$ cat config.mk
export PLATFORM = sky130hd
export DESIGN_NAME = vga_timing_gen_flat
export DESIGN_NICKNAME = d
export VERILOG_FILES = /design/src/rtl/vga_timing_gen_if.sv /design/src/rtl/vga_timing_gen.sv /design/src/flat_wrapper.sv
export SDC_FILE = /design/constraint.sdc
export NUM_CORES = 1
export LEC_CHECK = 0
export CORE_ASPECT_RATIO = 0.5
export CORE_UTILIZATION = 30
export CTS_BUF_LIST = sky130_fd_sc_hd__clkbuf_8
export CTS_CLUSTER_DIAMETER = 200
export DETAILED_ROUTE_END_ITERATION = 8
export GPL_ROUTABILITY_DRIVEN = 0
export SLEW_MARGIN = 10
export SYNTH_ARGS = -nofsm -noshare
export SYNTH_HDL_FRONTEND = slang
export SYNTH_SLANG_ARGS = --single-unit
$ cat constraint.sdc
create_clock -name clk -period 8.9 [get_ports clk]
set_clock_uncertainty 0.05 [all_clocks]
set_input_delay 2.225 -clock clk [delete_from_list [all_inputs] [get_ports clk]]
set_output_delay 2.225 -clock clk [all_outputs]
set_load 0.1 [all_outputs]
$ cat src/rtl/vga_timing_gen_if.sv
// Pixel-domain bus between the VGA timing generator and its pixel source / display sink.
interface vga_timing_gen_if #(
  parameter int unsigned CW = 11
);
  logic          pix_en;
  logic [23:0]   color_in;
  logic          active;
  logic [CW-1:0] active_x;
  logic [CW-1:0] active_y;
  logic          line_start;
  logic          frame_start;
  logic          screenend;
  logic          hsync;
  logic          vsync;
  logic [7:0]    red;
  logic [7:0]    green;
  logic [7:0]    blue;

  modport master (
    input  pix_en, color_in,
    output active, active_x, active_y, line_start, frame_start, screenend,
           hsync, vsync, red, green, blue
  );

  modport slave (
    output pix_en, color_in,
    input  active, active_x, active_y, line_start, frame_start, screenend,
           hsync, vsync, red, green, blue
  );
endinterface

$ cat src/rtl/vga_timing_gen.sv
// VGA raster timing generator: pixel/line counters, pixel requests, sync/blank
// delay line matched to the pixel-source latency, and registered RGB/sync outputs.
module vga_timing_gen #(
  parameter int unsigned H_VISIBLE = 1024,
  parameter int unsigned H_FRONT   = 24,
  parameter int unsigned H_SYNC    = 136,
  parameter int unsigned H_BACK    = 160,
  parameter int unsigned V_VISIBLE = 768,
  parameter int unsigned V_FRONT   = 3,
  parameter int unsigned V_SYNC    = 6,
  parameter int unsigned V_BACK    = 29,
  parameter bit          HS_POL    = 1'b0,
  parameter bit          VS_POL    = 1'b0,
  parameter int unsigned CW        = 11,
  parameter int unsigned PIPE      = 2
) (
  input  logic             clk,
  input  logic             rst,
  vga_timing_gen_if.master bus
);

  localparam int unsigned H_LINE  = H_VISIBLE + H_FRONT + H_SYNC + H_BACK;
  localparam int unsigned V_FRAME = V_VISIBLE + V_FRONT + V_SYNC + V_BACK;
  localparam int unsigned H_SS    = H_VISIBLE + H_FRONT;
  localparam int unsigned H_SE    = H_SS + H_SYNC;
  localparam int unsigned V_SS    = V_VISIBLE + V_FRONT;
  localparam int unsigned V_SE    = V_SS + V_SYNC;
  localparam int unsigned DLW     = 3;

  // After reset the first tick only announces the frame, so frame_start always
  // leads the request for pixel (0,0) by one tick.
  typedef enum logic {ST_PRIME = 1'b0, ST_RUN = 1'b1} state_t;

  state_t           state_q, state_d;
  logic             adv_c, prime_c;
  logic [CW-1:0]    h_cnt, v_cnt;
  logic             h_last_c, v_last_c, vis_c, hs_raw_c, vs_raw_c;
  logic             active_q;
  logic [CW-1:0]    ax_q, ay_q;
  logic             line_start_q, frame_start_q, screenend_q;
  logic             hsync_q, vsync_q, vs_s1_q, vs_on_c;
  logic [23:0]      rgb_q;
  logic [DLW-1:0]   dl_in_c, dl_out_c;

  always_ff @(posedge clk or posedge rst) begin
    if (rst) state_q <= ST_PRIME;
    else     state_q <= state_d;
  end

  always_comb begin
    state_d = state_q;
    adv_c   = 1'b0;
    prime_c = 1'b0;
    case (state_q)
      ST_PRIME: begin
        if (bus.pix_en) begin
          state_d = ST_RUN;
          prime_c = 1'b1;
        end
      end
      ST_RUN:  adv_c = bus.pix_en;
      default: state_d = ST_PRIME;
    endcase
  end

  assign h_last_c = (h_cnt == CW'(H_LINE - 1));
  assign v_last_c = (v_cnt == CW'(V_FRAME - 1));
  assign vis_c    = (h_cnt < CW'(H_VISIBLE)) && (v_cnt < CW'(V_VISIBLE));
  assign hs_raw_c = (h_cnt >= CW'(H_SS)) && (h_cnt < CW'(H_SE));
  assign vs_raw_c = (v_cnt >= CW'(V_SS)) && (v_cnt < CW'(V_SE));

  // Raster position
  always_ff @(posedge clk or posedge rst) begin
    if (rst) begin
      h_cnt <= '0;
      v_cnt <= '0;
    end else if (adv_c) begin
      h_cnt <= h_last_c ? '0 : h_cnt + CW'(1);
      if (h_last_c) v_cnt <= v_last_c ? '0 : v_cnt + CW'(1);
    end
  end

  // Pixel request; coordinate holds through blanking
  always_ff @(posedge clk or posedge rst) begin
    if (rst) begin
      active_q <= 1'b0;
      ax_q     <= '0;
      ay_q     <= '0;
    end else if (adv_c) begin
      active_q <= vis_c;
      if (vis_c) begin
        ax_q <= h_cnt;
        ay_q <= v_cnt;
      end
    end
  end

  // Blanking rides on the registered request so it lines up with the returned color
  assign dl_in_c = {hs_raw_c, vs_raw_c, active_q};

  if (PIPE == 0) begin : g_nopipe
    assign dl_out_c = dl_in_c;
  end else begin : g_pipe
    localparam int unsigned SRW = DLW * PIPE;
    logic [SRW-1:0] sr_q;
    always_ff @(posedge clk or posedge rst) begin
      if (rst)             sr_q <= '0;
      else if (bus.pix_en) sr_q <= (sr_q << DLW) | SRW'(dl_in_c);
    end
    assign dl_out_c = sr_q[SRW-1 -: DLW];
  end

  always_ff @(posedge clk or posedge rst) begin
    if (rst) begin
      hsync_q <= ~HS_POL;
      vsync_q <= ~VS_POL;
      rgb_q   <= '0;
    end else if (bus.pix_en) begin
      hsync_q <= dl_out_c[2] ? HS_POL : ~HS_POL;
      vsync_q <= dl_out_c[1] ? VS_POL : ~VS_POL;
      rgb_q   <= dl_out_c[0] ? bus.color_in : 24'h000000;
    end
  end

  assign vs_on_c = (vsync_q == VS_POL);

  // Single-clock pulses; the vsync edge detector runs every clock
  always_ff @(posedge clk or posedge rst) begin
    if (rst) begin
      line_start_q  <= 1'b0;
      frame_start_q <= 1'b0;
      vs_s1_q       <= 1'b0;
      screenend_q   <= 1'b0;
    end else begin
      line_start_q  <= prime_c | (adv_c & h_last_c);
      frame_start_q <= prime_c | (adv_c & h_last_c & v_last_c);
      vs_s1_q       <= vs_on_c;
      screenend_q   <= vs_on_c & ~vs_s1_q;
    end
  end

  assign bus.active      = active_q;
  assign bus.active_x    = ax_q;
  assign bus.active_y    = ay_q;
  assign bus.line_start  = line_start_q;
  assign bus.frame_start = frame_start_q;
  assign bus.screenend   = screenend_q;
  assign bus.hsync       = hsync_q;
  assign bus.vsync       = vsync_q;
  assign bus.red         = rgb_q[23:16];
  assign bus.green       = rgb_q[15:8];
  assign bus.blue        = rgb_q[7:0];

endmodule

$ cat src/flat_wrapper.sv
// flat-port wrapper written by rule: the top's interface ports become plain ports
module vga_timing_gen_flat 
#(
  parameter int unsigned H_VISIBLE = 1024,
  parameter int unsigned H_FRONT   = 24,
  parameter int unsigned H_SYNC    = 136,
  parameter int unsigned H_BACK    = 160,
  parameter int unsigned V_VISIBLE = 768,
  parameter int unsigned V_FRONT   = 3,
  parameter int unsigned V_SYNC    = 6,
  parameter int unsigned V_BACK    = 29,
  parameter bit          HS_POL    = 1'b0,
  parameter bit          VS_POL    = 1'b0,
  parameter int unsigned CW        = 11,
  parameter int unsigned PIPE      = 2
)
  (clk, rst, bus_pix_en, bus_color_in, bus_active, bus_active_x, bus_active_y, bus_line_start, bus_frame_start, bus_screenend, bus_hsync, bus_vsync, bus_red, bus_green, bus_blue);
  vga_timing_gen_if #(.CW(CW)) bus_i ();
  input  logic clk;
  input  logic rst;
  input wire logic [$bits(bus_i.pix_en)-1:0] bus_pix_en;
  input wire logic [$bits(bus_i.color_in)-1:0] bus_color_in;
  output wire logic [$bits(bus_i.active)-1:0] bus_active;
  output wire logic [$bits(bus_i.active_x)-1:0] bus_active_x;
  output wire logic [$bits(bus_i.active_y)-1:0] bus_active_y;
  output wire logic [$bits(bus_i.line_start)-1:0] bus_line_start;
  output wire logic [$bits(bus_i.frame_start)-1:0] bus_frame_start;
  output wire logic [$bits(bus_i.screenend)-1:0] bus_screenend;
  output wire logic [$bits(bus_i.hsync)-1:0] bus_hsync;
  output wire logic [$bits(bus_i.vsync)-1:0] bus_vsync;
  output wire logic [$bits(bus_i.red)-1:0] bus_red;
  output wire logic [$bits(bus_i.green)-1:0] bus_green;
  output wire logic [$bits(bus_i.blue)-1:0] bus_blue;
  assign bus_i.pix_en = bus_pix_en;
  assign bus_i.color_in = bus_color_in;
  assign bus_active = bus_i.active;
  assign bus_active_x = bus_i.active_x;
  assign bus_active_y = bus_i.active_y;
  assign bus_line_start = bus_i.line_start;
  assign bus_frame_start = bus_i.frame_start;
  assign bus_screenend = bus_i.screenend;
  assign bus_hsync = bus_i.hsync;
  assign bus_vsync = bus_i.vsync;
  assign bus_red = bus_i.red;
  assign bus_green = bus_i.green;
  assign bus_blue = bus_i.blue;
  vga_timing_gen #(.H_VISIBLE(H_VISIBLE), .H_FRONT(H_FRONT), .H_SYNC(H_SYNC), .H_BACK(H_BACK), .V_VISIBLE(V_VISIBLE), .V_FRONT(V_FRONT), .V_SYNC(V_SYNC), .V_BACK(V_BACK), .HS_POL(HS_POL), .VS_POL(VS_POL), .CW(CW), .PIPE(PIPE)) u_core (.clk(clk), .rst(rst), .bus(bus_i));
endmodule
==> impl_results.md <==
* Largest area contributor in the netlist: dfrtp_1
* RSZ-0062 raised after global routing: false
* DRC Markers at 0
* Post-route ant nets at 0
* Total placed cells including tap cells at 553
* DR vias at 2567
* Crit path time final at 4.31 ns
* Ant diodes at 0
* Tot GR Track Use at 0.134
* Post-CTS setup buffer count at 0
* Final worst path period share at 0.484
* Sequential cell area fraction in the yosys report at 0.566
* I/O pins at 79
* Fmax at 0.232 GHz
* Slew margin rel. at 0.317
* CP Data Required Time at 6.63 ns
* Via density per instance at 4.51
* Delay-heaviest family, CP: buffers and inverters
* Hold-fix buffers, CTS at 0
* Clock sinks at 82
* Largest net degree at the start of global routing at 83
* Sw frac at 0.405
* Post-Syn Instances at 334
* Share of post-route cells with drive strength above 1 at 0.124
* Drt wl/cell at 13.2 um
* Startpoint Class: flip-flop
* PostCTS Resize Cnt at 0
* Crit Path Category: flip-flop to primary output
* Initial core utilization at 0.319
* Die Ht at 79.8 um
* Cell Count, Final, Fillers Out at 569
* First-pass GRT wire length at 12.8 mm
* Core area at 11400 um^2
* Area contributors post-synth: dfrtp_1 (55%), nand2_1 (4.5%), o21ai_0 (4.4%)
* Clock buffer depth at 2
* Routed wire length at 7.51 mm
* Post-detail-place hpwl at 5.00 mm
* Grt ovf at 0
* Reg power frac at 0.435
* Clk root buf: clkbuf_8
* Crit end category: primary output
* Overall power at 0.00102 W
* CP arrival at 2.03 ns
* Post-synth net total at 365
* Synthesis-to-finish area growth at 28.9%
* Power share of the combinational group at 0.334
* Async SR Flop Fraction at 1.00
* Clk pwr share at 0.232
* Vias in the first global route at 2521
* Critical Path, Cell by Cell: clkdlybuf4s50_1
* Tightest Pin Transition at 1.02 ns
* Nets at 436
* Most common flop cell mapped by yosys: dfrtp_1
* Setup TNS at 0 ns
* EDFF count, synth at 0
* Buf/Inv on CP at 1
* CTS tree: done
* Distinct cells, synth at 52
* Synth Area per Inst at 10.9 um^2
* Clock slew at the register clock pins of the worst setup and hold paths at 0.07 ns
* Iteration-0 DRC Markers at 156
* Most common cell after layout, fill and taps aside: dfrtp_1
* # port buffers at 78
* Sw Pwr at 0.000416 W
* Leakage power at 2.10 nW
* Max H-tree Level at 3
* DR pass1 iterations at 4
* Initial antenna violation count at 0
* Crit path max fanout at 3
* Status: completed
* Total CTS buffers at 9
* Max-slew violation count at 0
* Mapped Area at 3630 um^2
* Fin util at 0.411
* CP max-delay cell: clkdlybuf4s50_1
* Die area at 12600 um^2
* Skew-Pair Late Insertion Delay at 0.36 ns
* CP max stage delay at 1.13 ns
* FILL cells at 1136
* Yosys warns at 0
* Synth top area share at 0.551
* Cell-internal power at 0.000609 W
* Final hold violations at 0
* Most frequent cells in the layout: dfrtp_1 (80), clkdlybuf4s50_1 (78), nand2_1 (44)
* DIE WIDTH at 158 um
* Setup-failing EPs final at 0
* Rows at 27
* Worst hold path class: flip-flop to flip-flop
* Max_cap viols at 0
* Number of synthesized register bits at 82
* Worst vdd ir at 0.0901 mV
* Pwr dens at 219 nW/um^2
cell families after synthesis:
group,Yosys count,synth area share
flops,82,0.566
buf+inv,54,0.0675
fa+ha+maj,4,0.0138
compound gates,63,0.111
xor+xnor,6,0.0145
simple gates,103,0.150
mux,22,0.0775
worst register-to-register path, cell delays in order (launching register included):
cell and delay, ns:
dfrtp_1 0.52, nor4b_4 0.48, and4_1 0.57, nand2_1 0.18, o311ai_1 0.29
Yosys cell counts (2+ instances only):
library cell / count
nor3_1: 4
o22ai_1: 2
mux2_2: 9
xor2_1: 2
nor2_1: 10
nand2_1: 44
buf_2: 6
and2_1: 6
nand4_1: 7
nand3_1: 10
a21oi_1: 4
a21o_1: 2
o21ai_2: 9
dfrtp_1: 80
dfstp_2: 2
o21ai_0: 32
mux2_4: 10
mux2i_1: 3
xnor2_1: 4
and3_1: 4
or3_1: 2
a22o_1: 4
and4_1: 3
ha_1: 4
buf_6: 4
nor4_1: 2
clkbuf_1: 7
inv_1: 34
power groups by stage:
stage / logic, W / clock network (W) / registers (W)
floorplan: 0.0000734 / 0 / 0.000640
global placement: 0.000343 / 0 / 0.000453
detailed placement: 0.000346 / 0 / 0.000452
CTS: 0.000346 / 0.000249 / 0.000446
global route: 0.000360 / 0.000265 / 0.000453
finish: 0.000342 / 0.000237 / 0.000445
through the flow:
step	hold WS, ns	cell area [um^2]	setup WS (ns)
floorplan	0.323	3630	4.52
global placement	0.324	4510	4.33
detailed placement	0.337	4510	4.23
CTS	0.349	4680	4.57
global route	0.356	4680	4.47
finish	0.344	4680	4.59
area by class of cell:
| type | instances | area (um^2) | area share |
|---|---|---|---|
| clock buffers | 11 | 151 | 0.0324 |
| clock inverters | 5 | 18.8 | 0.00401 |
| inverters | 34 | 129 | 0.0275 |
| multi-input cells | 198 | 1330 | 0.284 |
| flip-flops and latches | 82 | 2050 | 0.439 |
| well taps | 159 | 199 | 0.0425 |
| repair buffers | 80 | 796 | 0.170 |
metal layers:
layer,GRT usage,part of all wire
met5,0,0
met4,0.0466,0.013
met3,0.0505,0.049
met2,0.202,0.46
met1,0.176,0.48
state kept, by name, indices dropped and copies added (netlist names):
signal	count
u_core.bus.hsync	1
u_core.bus.frame_start	1
u_core.bus.line_start	1
u_core.g_pipe.sr_q	6
u_core.h_cnt	11
u_core.bus.active_y	11
u_core.state_q	1
u_core.bus.screenend	1
u_core.rgb_q	24
u_core.bus.vsync	1
u_core.v_cnt	11
u_core.vs_s1_q	1
u_core.bus.active_x	11
u_core.bus.active	1
path summary, 6_finish.rpt:
| path | startpoint | endpoint | slack (ns) | cells past startpoint |
|---|---|---|---|---|
| worst max-delay path | u_core.bus.vsync | bus_vsync | 4.59 | 1 |
| worst min-delay path | u_core.vs_s1_q | u_core.bus.screenend | 0.34 | 1 |
| worst max register to register | u_core.h_cnt[7] | u_core.v_cnt[9] | 6.71 | 4 |
| worst min register to register | u_core.vs_s1_q | u_core.bus.screenend | 0.34 | 1 |
| max in group asynchronous | rst | u_core.h_cnt[2] | 5.69 | 3 |
| min in group asynchronous | rst | u_core.rgb_q[7] | 2.46 | 3 |
(Power assumes the default switching activity.)
